**config.mk**
```make
export PLATFORM = sky130hd
export DESIGN_NAME = vc_evict_buffer_flat
export DESIGN_NICKNAME = d
export VERILOG_FILES = /design/src/rtl/lc3b_types.sv /design/src/rtl/vc_evict_buffer_if.sv /design/src/rtl/vc_evict_entry.sv /design/src/rtl/vc_evict_buffer.sv /design/src/flat_wrapper.sv
export SDC_FILE = /design/constraint.sdc
export NUM_CORES = 1
export LEC_CHECK = 0
export CORE_MARGIN = 4
export CORE_UTILIZATION = 35
export CTS_CLUSTER_SIZE = 12
export DETAILED_ROUTE_END_ITERATION = 16
export SKIP_CTS_REPAIR_TIMING = 1
export SLEW_MARGIN = 25
export SYNTH_ARGS = -nofsm -noshare
export SYNTH_HDL_FRONTEND = slang
export SYNTH_SLANG_ARGS = --single-unit
```
**constraint.sdc**
```tcl
create_clock -name clk -period 34.1 [get_ports clk]
set_clock_uncertainty 0.2 [all_clocks]
set_input_delay 6.82 -clock clk [delete_from_list [all_inputs] [get_ports clk]]
set_output_delay 6.82 -clock clk [all_outputs]
set_load 0.02 [all_outputs]
```
**src/rtl/lc3b_types.sv**
```systemverilog
`default_nettype none
// ============================================================================
// Package     : lc3b_types
// Description : Word/line/tag types and write-back FSM state encoding shared
//               by the eviction buffer slice.
// Revision    : 1.0 - initial release
// ============================================================================
package lc3b_types;

    localparam int LINE_OFFSET_W = 4;
    localparam int TAG_W         = 16 - LINE_OFFSET_W;

    typedef logic [15:0]      lc3b_word;
    typedef logic [127:0]     lc3b_line;
    typedef logic [TAG_W-1:0] lc3b_tag;

    typedef enum logic [1:0] {
        IDLE      = 2'd0,
        WRITE_MEM = 2'd1,
        MEM_BREAK = 2'd2
    } evict_state_e;

    // Rebuild a line-aligned byte address from a stored tag.
    function automatic lc3b_word line_addr(input lc3b_tag tag);
        return {tag, {LINE_OFFSET_W{1'b0}}};
    endfunction

endpackage

`default_nettype wire

```
**src/rtl/vc_evict_buffer_if.sv**
```systemverilog
`default_nettype none
// ============================================================================
// Interface   : vc_evict_buffer_if
// Description : Victim-cache eviction, probe and physical-memory write-back
//               signals of the eviction buffer.
// Revision    : 1.0 - initial release
// ============================================================================
interface vc_evict_buffer_if;
    import lc3b_types::*;

    logic     evict_write;
    lc3b_word evict_addr;
    lc3b_line evict_data;
    logic     evict_ack;
    logic     full;
    lc3b_word probe_addr;
    logic     probe_hit;
    lc3b_line probe_data;
    logic     pmem_write;
    lc3b_word pmem_address;
    lc3b_line pmem_wdata;
    logic     pmem_resp;

    // Buffer side
    modport slave (
        input  evict_write, evict_addr, evict_data, probe_addr, pmem_resp,
        output evict_ack, full, probe_hit, probe_data,
               pmem_write, pmem_address, pmem_wdata
    );

    // Victim cache / memory side
    modport master (
        output evict_write, evict_addr, evict_data, probe_addr, pmem_resp,
        input  evict_ack, full, probe_hit, probe_data,
               pmem_write, pmem_address, pmem_wdata
    );

endinterface

`default_nettype wire

```
**src/rtl/vc_evict_entry.sv**
```systemverilog
`default_nettype none
// ============================================================================
// Module      : vc_evict_entry
// Description : One eviction-buffer slot: valid bit, line tag and line data.
// Revision    : 1.0 - initial release
// ============================================================================
module vc_evict_entry
    import lc3b_types::*;
(
    input  wire logic     clk,
    input  wire logic     reset,
    input  wire logic     i_load,
    input  wire logic     i_merge,
    input  wire logic     i_clear,
    input  wire lc3b_tag  i_tag,
    input  wire lc3b_line i_data,
    output logic          o_valid,
    output lc3b_tag       o_tag,
    output lc3b_line      o_data
);

    logic     valid_q, valid_d;
    lc3b_tag  tag_q,   tag_d;
    lc3b_line data_q,  data_d;

    always_comb begin
        valid_d = valid_q;
        tag_d   = tag_q;
        data_d  = data_q;
        if (i_clear) begin
            valid_d = 1'b0;
        end
        if (i_load) begin
            valid_d = 1'b1;
            tag_d   = i_tag;
            data_d  = i_data;
        end else if (i_merge) begin
            data_d  = i_data;
        end
    end

    always_ff @(posedge clk) begin
        if (reset) begin
            valid_q <= 1'b0;
        end else begin
            valid_q <= valid_d;
        end
    end

    // Payload is qualified by valid_q, so it carries no reset.
    always_ff @(posedge clk) begin
        tag_q  <= tag_d;
        data_q <= data_d;
    end

    assign o_valid = valid_q;
    assign o_tag   = tag_q;
    assign o_data  = data_q;

endmodule

`default_nettype wire

```
**src/rtl/vc_evict_buffer.sv**
```systemverilog
`default_nettype none
// ============================================================================
// Module      : vc_evict_buffer
// Description : DEPTH-entry write-back FIFO between a victim cache and
//               physical memory, with in-place merging and a youngest-first probe.
// Revision    : 1.0 - initial release
// ============================================================================
module vc_evict_buffer
    import lc3b_types::*;
#(
    parameter int DEPTH = 4
) (
    input  wire logic        clk,
    input  wire logic        reset,
    vc_evict_buffer_if.slave bus
);

    localparam int c_ptr_w = $clog2(DEPTH);
    localparam int c_cnt_w = c_ptr_w + 1;

    logic [c_ptr_w-1:0] head_q, head_d;
    logic [c_ptr_w-1:0] tail_q, tail_d;
    logic [c_cnt_w-1:0] count_q, count_d;
    evict_state_e       state_q, state_d;
    logic               ack_q, ack_d;

    logic [DEPTH-1:0]   ent_valid;
    logic [DEPTH-1:0]   ent_load;
    logic [DEPTH-1:0]   ent_merge;
    logic [DEPTH-1:0]   ent_clear;
    lc3b_tag            ent_tag  [DEPTH];
    lc3b_line           ent_data [DEPTH];

    lc3b_tag            w_evict_tag;
    lc3b_tag            w_probe_tag;
    logic               w_full;
    logic               w_accept;
    logic               w_alloc;
    logic               w_deq;
    logic               w_merge_hit;
    logic [c_ptr_w-1:0] w_merge_idx;
    logic [c_ptr_w-1:0] w_merge_scan;
    logic               w_probe_hit;
    logic [c_ptr_w-1:0] w_probe_idx;
    logic [c_ptr_w-1:0] w_probe_scan;
    logic               w_unused_offset;

    assign w_evict_tag     = bus.evict_addr[15:LINE_OFFSET_W];
    assign w_probe_tag     = bus.probe_addr[15:LINE_OFFSET_W];
    assign w_unused_offset = ^{bus.evict_addr[LINE_OFFSET_W-1:0],
                               bus.probe_addr[LINE_OFFSET_W-1:0]};

    // Fullness comes from the registered count only; a dequeue on this edge
    // cannot make room for an accept on the same edge.
    assign w_full   = (count_q == c_cnt_w'(DEPTH));
    assign w_accept = bus.evict_write & ~w_full & ~reset;
    assign w_alloc  = w_accept & ~w_merge_hit;
    assign w_deq    = (state_q == WRITE_MEM) & bus.pmem_resp & ~reset;

    // The head is never a merge target: it may be on the memory bus already.
    always_comb begin
        w_merge_hit  = 1'b0;
        w_merge_idx  = '0;
        w_merge_scan = '0;
        for (int i = 1; i < DEPTH; i++) begin
            w_merge_scan = head_q + c_ptr_w'(i);
            if (ent_valid[w_merge_scan] && (ent_tag[w_merge_scan] == w_evict_tag)) begin
                w_merge_hit = 1'b1;
                w_merge_idx = w_merge_scan;
            end
        end
    end

    // Oldest to youngest; a later match overrides, so the youngest wins.
    always_comb begin
        w_probe_hit  = 1'b0;
        w_probe_idx  = '0;
        w_probe_scan = '0;
        for (int i = 0; i < DEPTH; i++) begin
            w_probe_scan = head_q + c_ptr_w'(i);
            if (ent_valid[w_probe_scan] && (ent_tag[w_probe_scan] == w_probe_tag)) begin
                w_probe_hit = 1'b1;
                w_probe_idx = w_probe_scan;
            end
        end
    end

    always_comb begin
        for (int i = 0; i < DEPTH; i++) begin
            ent_load[i]  = w_alloc && (tail_q == c_ptr_w'(i));
            ent_merge[i] = w_accept && w_merge_hit && (w_merge_idx == c_ptr_w'(i));
            ent_clear[i] = w_deq && (head_q == c_ptr_w'(i));
        end
    end

    for (genvar gi = 0; gi < DEPTH; gi++) begin : g_entry
        vc_evict_entry u_entry (
            .clk     (clk),
            .reset   (reset),
            .i_load  (ent_load[gi]),
            .i_merge (ent_merge[gi]),
            .i_clear (ent_clear[gi]),
            .i_tag   (w_evict_tag),
            .i_data  (bus.evict_data),
            .o_valid (ent_valid[gi]),
            .o_tag   (ent_tag[gi]),
            .o_data  (ent_data[gi])
        );
    end

    always_comb begin
        head_d  = head_q + c_ptr_w'(w_deq);
        tail_d  = tail_q + c_ptr_w'(w_alloc);
        count_d = count_q + c_cnt_w'(w_alloc) - c_cnt_w'(w_deq);
        ack_d   = w_accept;
    end

    always_comb begin
        state_d = state_q;
        case (state_q)
            IDLE:      if (count_q != '0) state_d = WRITE_MEM;
            WRITE_MEM: if (bus.pmem_resp) state_d = MEM_BREAK;
            MEM_BREAK: state_d = IDLE;
            default:   state_d = IDLE;
        endcase
    end

    always_ff @(posedge clk) begin
        if (reset) begin
            head_q  <= '0;
            tail_q  <= '0;
            count_q <= '0;
            state_q <= IDLE;
            ack_q   <= 1'b0;
        end else begin
            head_q  <= head_d;
            tail_q  <= tail_d;
            count_q <= count_d;
            state_q <= state_d;
            ack_q   <= ack_d;
        end
    end

    // Control outputs are forced low while reset is held.
    assign bus.evict_ack    = ack_q & ~reset;
    assign bus.full         = w_full & ~reset;
    assign bus.pmem_write   = (state_q == WRITE_MEM) & ~reset;
    assign bus.pmem_address = line_addr(ent_tag[head_q]);
    assign bus.pmem_wdata   = ent_data[head_q];
    assign bus.probe_hit    = w_probe_hit & ~reset;
    assign bus.probe_data   = (w_probe_hit & ~reset) ? ent_data[w_probe_idx] : '0;

endmodule

`default_nettype wire

```
**src/flat_wrapper.sv**
```systemverilog
// flat-port wrapper written by rule: the top's interface ports become plain ports
module vc_evict_buffer_flat import lc3b_types::*;
#(
    parameter int DEPTH = 4
)
  (clk, reset, bus_evict_write, bus_evict_addr, bus_evict_data, bus_probe_addr, bus_pmem_resp, bus_evict_ack, bus_full, bus_probe_hit, bus_probe_data, bus_pmem_write, bus_pmem_address, bus_pmem_wdata);
  vc_evict_buffer_if bus_i ();
  input  wire logic clk;
  input  wire logic reset;
  input wire logic [$bits(bus_i.evict_write)-1:0] bus_evict_write;
  input wire logic [$bits(bus_i.evict_addr)-1:0] bus_evict_addr;
  input wire logic [$bits(bus_i.evict_data)-1:0] bus_evict_data;
  input wire logic [$bits(bus_i.probe_addr)-1:0] bus_probe_addr;
  input wire logic [$bits(bus_i.pmem_resp)-1:0] bus_pmem_resp;
  output wire logic [$bits(bus_i.evict_ack)-1:0] bus_evict_ack;
  output wire logic [$bits(bus_i.full)-1:0] bus_full;
  output wire logic [$bits(bus_i.probe_hit)-1:0] bus_probe_hit;
  output wire logic [$bits(bus_i.probe_data)-1:0] bus_probe_data;
  output wire logic [$bits(bus_i.pmem_write)-1:0] bus_pmem_write;
  output wire logic [$bits(bus_i.pmem_address)-1:0] bus_pmem_address;
  output wire logic [$bits(bus_i.pmem_wdata)-1:0] bus_pmem_wdata;
  assign bus_i.evict_write = bus_evict_write;
  assign bus_i.evict_addr = bus_evict_addr;
  assign bus_i.evict_data = bus_evict_data;
  assign bus_i.probe_addr = bus_probe_addr;
  assign bus_i.pmem_resp = bus_pmem_resp;
  assign bus_evict_ack = bus_i.evict_ack;
  assign bus_full = bus_i.full;
  assign bus_probe_hit = bus_i.probe_hit;
  assign bus_probe_data = bus_i.probe_data;
  assign bus_pmem_write = bus_i.pmem_write;
  assign bus_pmem_address = bus_i.pmem_address;
  assign bus_pmem_wdata = bus_i.pmem_wdata;
  vc_evict_buffer #(.DEPTH(DEPTH)) u_core (.clk(clk), .reset(reset), .bus(bus_i));
endmodule
```
==> results of run 1 <==
==> critical path: stages <==
cell,delay [ns]
clkdlybuf4s50_1,0.57
xnor2_1,0.29
nand4_1,0.21
or4_4,0.61
a31oi_4,0.16
buf_6,0.61
buf_4,0.79
buf_4,0.71
buf_4,0.61
or3_1,0.20
a31oi_1,0.08
o32ai_1,0.41
clkdlybuf4s50_1,0.68
==> sequential cells by signal (all words and copies together) (netlist names) <==
register and count:
u_core.head_q 2, u_core.tail_q 2, u_core.state_q 2, u_core.g_entry.u_entry.o_valid 4, u_core.g_entry.u_entry.o_tag 48, u_core.count_q 3, u_core.g_entry.u_entry.o_data 512, u_core.ack_q 1
==> layout by cell type, fill, tap and decap left out, types with 4 or more instances in the layout <==
master,instances
edfxtp_1,560
clkdlybuf4s50_1,427
nand2b_1,243
or3_1,243
a31oi_1,241
mux4_2,175
nand2_1,150
mux2i_1,145
nand4_1,141
o221a_2,136
mux2_2,129
o21ai_0,115
o32ai_1,113
o221a_1,105
xnor2_1,83
clkbuf_16,72
buf_4,46
o221ai_1,30
nor3_1,21
nor2_1,20
o31a_1,15
o22ai_1,15
clkinv_1,14
clkbuf_1,14
diode_2,13
inv_1,12
dfxtp_1,12
nand3_1,10
a21oi_1,10
nor2b_1,7
ha_1,7
clkinv_2,7
xor2_1,6
o21ai_4,6
nor4_1,5
clkinvlp_4,5
buf_12,5
conb_1,4
inv_6,4
==> through the flow <==
step,instances,setup slack [ns]
finish,4820,14.07
global route,4816,13.74
CTS,4807,13.92
detailed placement,4684,13.94
global placement,4683,13.98
floorplan,3183,16.15
==> power groups by stage <==
stage	clock network, W	logic (W)	registers (W)
finish	0.000714	0.000459	0.000832
global route	0.000764	0.000490	0.000835
CTS	0.000736	0.000463	0.000831
detailed placement	0	0.000460	0.000845
global placement	0	0.000458	0.000844
floorplan	0	0.000306	0.000847
==> how the worst max path moves through the flow <==
stage                                                      to  slack (ns)  cells after the start
after floorplan           u_core.g_entry[2].u_entry.o_data[0]       16.15                      6
after global placement                     bus_probe_data[68]       13.98                     13
after detailed placement                   bus_probe_data[50]       13.94                     13
after CTS                                  bus_probe_data[50]       13.92                     13
after global routing                       bus_probe_data[56]       13.74                     13
final                                      bus_probe_data[50]       14.07                     13
==> logic make-up after synthesis <==
logic type | after synthesis | share of synthesized area [%]
muxes | 450 | 18.1
and+or+nand+nor | 854 | 12.9
xor gates and xnor gates | 89 | 2.05
buffers and inverters | 398 | 4.37
other | 1 | 0.00988
DFF | 574 | 45.0
adders and majority gates | 9 | 0.316
AOI/OAI and AO/OA | 805 | 17.2
==> layer usage <==
layer | GRT usage [%] | wire (um)
met3 | 4.40 | 9060
met4 | 6.77 | 3060
met1 | 27.3 | 51500
met5 | 0 | 46
met2 | 35.4 | 60900
==> final cells by class <==
class,instances,area (sq um)
Antenna cell,13,32.5
Clock buffer,88,1880
Clock inverter,35,274
Fill cell,9919,62100
Inverter,14,60.1
Multi-Input combinational cell,2211,19300
Sequential cell,574,17100
Tap cell,1403,1760
Timing Repair Buffer,482,4780
==> results.yml, run 1 <==
clock_network:
  numCtsBuffers: 72
  cts_tree: "built"
  clock-sinks: 574
  clockBufferDepth: 3
  htreeDepth: 3
  clock-root-buffer: "clkbuf_16"
  worst_skew_pair.late_latency_ns: 0.64
  path_clk_slew_ns: 0.05
global_routing:
  grt_pass1_vias: 29280
  grt_max_degree: 156
  grt_pass1_wl_um: 187000
  grt.overflow.total: 0
  grtUsageTotal_pct: 21.1
  antenna_found_initial: 19
critical_path:
  crit_type: "primary input to primary output"
  worstPathArrival_ns: 13.01
  cp-end-kind: "primary output"
  reg2reg_depth: 13
  critPathRequiredTime_ns: 27.08
  critPathMaxFanout: 105
  r2r_slack_ns: 27.04
  start_kind: "primary input"
  rr_startpoint: "u_core.head_q[0]"
  r2r-end: "u_core.g_entry[0].u_entry.o_data[104]"
  critPathLaunch: "bus_probe_addr[11]"
worst_hold_path:
  hold_path.class: "flip-flop to flip-flop"
  hold_depth: 1
  holdCritStartpoint: "u_core.state_q[1]"
  hold_end: "u_core.state_q[1]"
placed_design:
  dp_hpwl_um: 70700
  place_area_sq_um: 43000
  port_buffers: 427
  gp_congestion: 0.814
power_and_ir_drop:
  vdd_drop_max_v: 0.0000351
  intPower_w: 0.00143
  p_seq_share_pct: 41.5
  power.density_nw_per_um2: 44.3
  switching_share_pct: 28.9
  combPwrFrac_pct: 22.9
  pwr-share-clk_pct: 35.6
  p_switching_w: 0.000579
  leakagePower_nw: 12.8
  total_power_w: 0.00200
floorplanning:
  die_x_um: 337
  initial_core_util_pct: 35.4
  ios: 440
  die_h_um: 337
  die_area_sq_um: 114000
  rows: 120
  core-area_sq_um: 107000
routing:
  wl_per_cell_um: 25.8
  viasPerCell: 6.22
  drc: 0
  firstDrtPassIters: 5
  vias: 29962
  drt_iter0_markers: 2643
  wirelength_um: 124000
  ant_nets: 0
logic_synthesis:
  yosysTopAreaCell: "edfxtp_1"
  syn_area_sq_um: 38000
  synth_cells: 3180
  yosysMostFrequentCell: "edfxtp_1"
  ys_warn_count: 0
  ys_async_sr_fraction_pct: 0
  synth_flop_cell: "edfxtp_1"
  ys_seq_area_share_pct: 45.0
  avgSynthCellArea_sq_um: 11.9
  yosysTopAreaCellShare_pct: 44.3
  synth_enable_flop_cells: 560
  synth.distinct_cells: 58
  netlist_top_cells_area: "edfxtp_1 (44%), mux4_2 (10%), o221a_2 (4.0%)"
  synthTopCellsByCount: "edfxtp_1 (560), clkbuf_1 (275), nand2b_1 (244)"
  ys_seq_elements: 574
timing:
  finalHoldViolCount: 0
  setup_viol: 0
  fin_hold_ws_ns: 0.277
  tightestPinTransition_ns: 1.16
  rsz0062_at_grt: "false"
  finalCritPeriodShare_pct: 58.8
  setup_tns_ns: 0
  slew_headroom_pct: 23.0
  period_minus_slack_ns: 20.03
  timing.fmax_mhz: 49.9
  final_max_slew_viol_count: 0
finish:
  drive_above_1_share_pct: 18.1
  final_area_sq_um: 45200
  fin_nets: 3528
  fin_util_pct: 42.1
  syn2layout_area_growth_pct: 19.2
job:
  cap_violations: 0
run_status:
  status: "finished, final reports clean"
Power figures use the tool's default switching activity.
==> inputs of run 2 (changes only) <==
- clock period: 34.1 -> 19.9 ns (I/O delays scaled with it)
==> results.yml, run 2 (synthesis gave the netlist of run 1 again) <==
run_status:
  status: "finished, final reports clean"
critical_path:
  start_kind: "primary input"
  max_stage_delay_ns: 0.79
  cp-end-kind: "primary output"
  crit_chain: "clkdlybuf4s50_1 > xnor2_1 > nand4_1 > nor4_4 > nand2b_4 > buf_4 > buf_4 > o221a_1 > a31oi_1 > o32ai_1 > clkdlybuf4s50_1"
  critPathRequiredTime_ns: 15.72
  critPathMaxFanout: 65
  reg2reg_depth: 12
  cp_slowest_cell: "buf_4"
  worstPathArrival_ns: 9.41
  crit_type: "primary input to primary output"
power_and_ir_drop:
  total_power_w: 0.00348
  vdd_drop_max_v: 0.0000680
  power.density_nw_per_um2: 76.8
  leakagePower_nw: 12.8
finish:
  layout_common_cells: "edfxtp_1 (560), clkdlybuf4s50_1 (427), nand2b_1 (243), or3_1 (243), a31oi_1 (241)"
  nFillCells: 9997
  layout_commonest_cell: "edfxtp_1"
  drive_above_1_share_pct: 17.9
  syn2layout_area_growth_pct: 19.5
  fin_nets: 3521
  fin_util_pct: 42.3
  largest_reg_flops: 512
  final_area_sq_um: 45400
routing:
  wirelength_um: 126000
  vias: 30309
  viasPerCell: 6.29
  wl_per_cell_um: 26.1
  firstDrtPassIters: 8
  drt_iter0_markers: 2820
  drc: 0
  ant_nets: 0
clock_network:
  cts_tree: "built"
  path_clk_slew_ns: 0.05
  worst_skew_pair.late_latency_ns: 0.64
  clock-root-buffer: "clkbuf_16"
  numCtsBuffers: 70
  htreeDepth: 3
  clockBufferDepth: 3
  clock-sinks: 574
placed_design:
  port_buffers: 427
  gp_congestion: 0.821
  dp_hpwl_um: 69500
  place_area_sq_um: 43100
global_routing:
  grt.overflow.total: 0
  grtUsageTotal_pct: 21.2
  antenna_found_initial: 17
  grt_pass1_wl_um: 187000
  grt_max_degree: 213
  grt_pass1_vias: 29283
floorplanning:
  die_h_um: 337
  die_area_sq_um: 114000
  die_x_um: 337
  rows: 120
  initial_core_util_pct: 35.4
  ios: 440
  core-area_sq_um: 107000
timing:
  finalHoldViolCount: 0
  setup_viol: 0
  period_minus_slack_ns: 13.59
  rsz0062_at_grt: "false"
  setup_tns_ns: 0
  finalCritPeriodShare_pct: 68.3
  tightestPinTransition_ns: 1.12
  fin_hold_ws_ns: 0.275
  timing.fmax_mhz: 73.6
  slew_headroom_pct: 25.5
  final_max_slew_viol_count: 0
worst_hold_path:
  hold_depth: 1
  hold_path.class: "flip-flop to flip-flop"
job:
  cap_violations: 0
==> run 2: cell count changes in the layout (fill, tap and decap cells not counted), moves of 4 or more <==
cell | before | now
buf_4 | 46 | 35
clkbuf_1 | 14 | 22
buf_12 | 5 | 10
clkinv_1 | 14 | 9
clkinvlp_4 | 5 | 1
==> run 2: worst paths after layout <==
path                                                to                from  slack, ns
setup / recovery                    bus_probe_data[90]  bus_probe_addr[14]       6.31
hold / removal                       u_core.state_q[1]   u_core.state_q[1]       0.27
setup reg to reg  u_core.g_entry[1].u_entry.o_data[37]    u_core.head_q[0]      12.87
hold reg to reg                      u_core.state_q[1]   u_core.state_q[1]       0.27
==> run 2: final cells by class <==
cell class	instances	area [sq um]	share of cell area, %
multi-input cells	2211	19300	42.6
flip-flops and latches	574	17100	37.7
repair buffers	477	4850	10.7
clock buffers	97	1950	4.29
well taps	1403	1760	3.87
clock inverters	26	274	0.604
inverters	14	60.1	0.132
diodes	15	37.5	0.0827
==> run 2: per-layer routing <==
layer	share of wire [%]	vias up	wire length, um	global-route usage, %
met5	0.033	-	41	0
met3	7.3	191	9170	4.08
met1	41	15539	51600	27.5
met4	2.5	6	3190	7.05
met2	49	1125	61600	35.6
li1	-	13448	-	-
==> run 2: power breakdown <==
part	switching, W	internal (W)	leakage, nW
Sequential	0.0000411	0.00138	5.20
Combinational	0.000428	0.000360	6.54
Clock	0.000522	0.000748	1.08
Total	0.000991	0.00249	12.8
==> run 2: stage by stage <==
| step | cells | worst slack (ns) |
|---|---|---|
| after floorplan | 3183 | 4.79 |
| final | 4817 | 6.31 |
| after global placement | 4675 | 6.44 |
| after global routing | 4814 | 6.25 |
| after detailed placement | 4678 | 6.41 |
| after CTS | 4801 | 6.38 |
==> run 2: worst max-delay path: cells and delay by family <==
family                 cells  cell delay [ns]
AO/OA/AOI/OAI              3             0.82
XOR/XNOR                   1             0.31
buffers and inverters      4             2.79
AND/OR/NAND/NOR            3             1.36
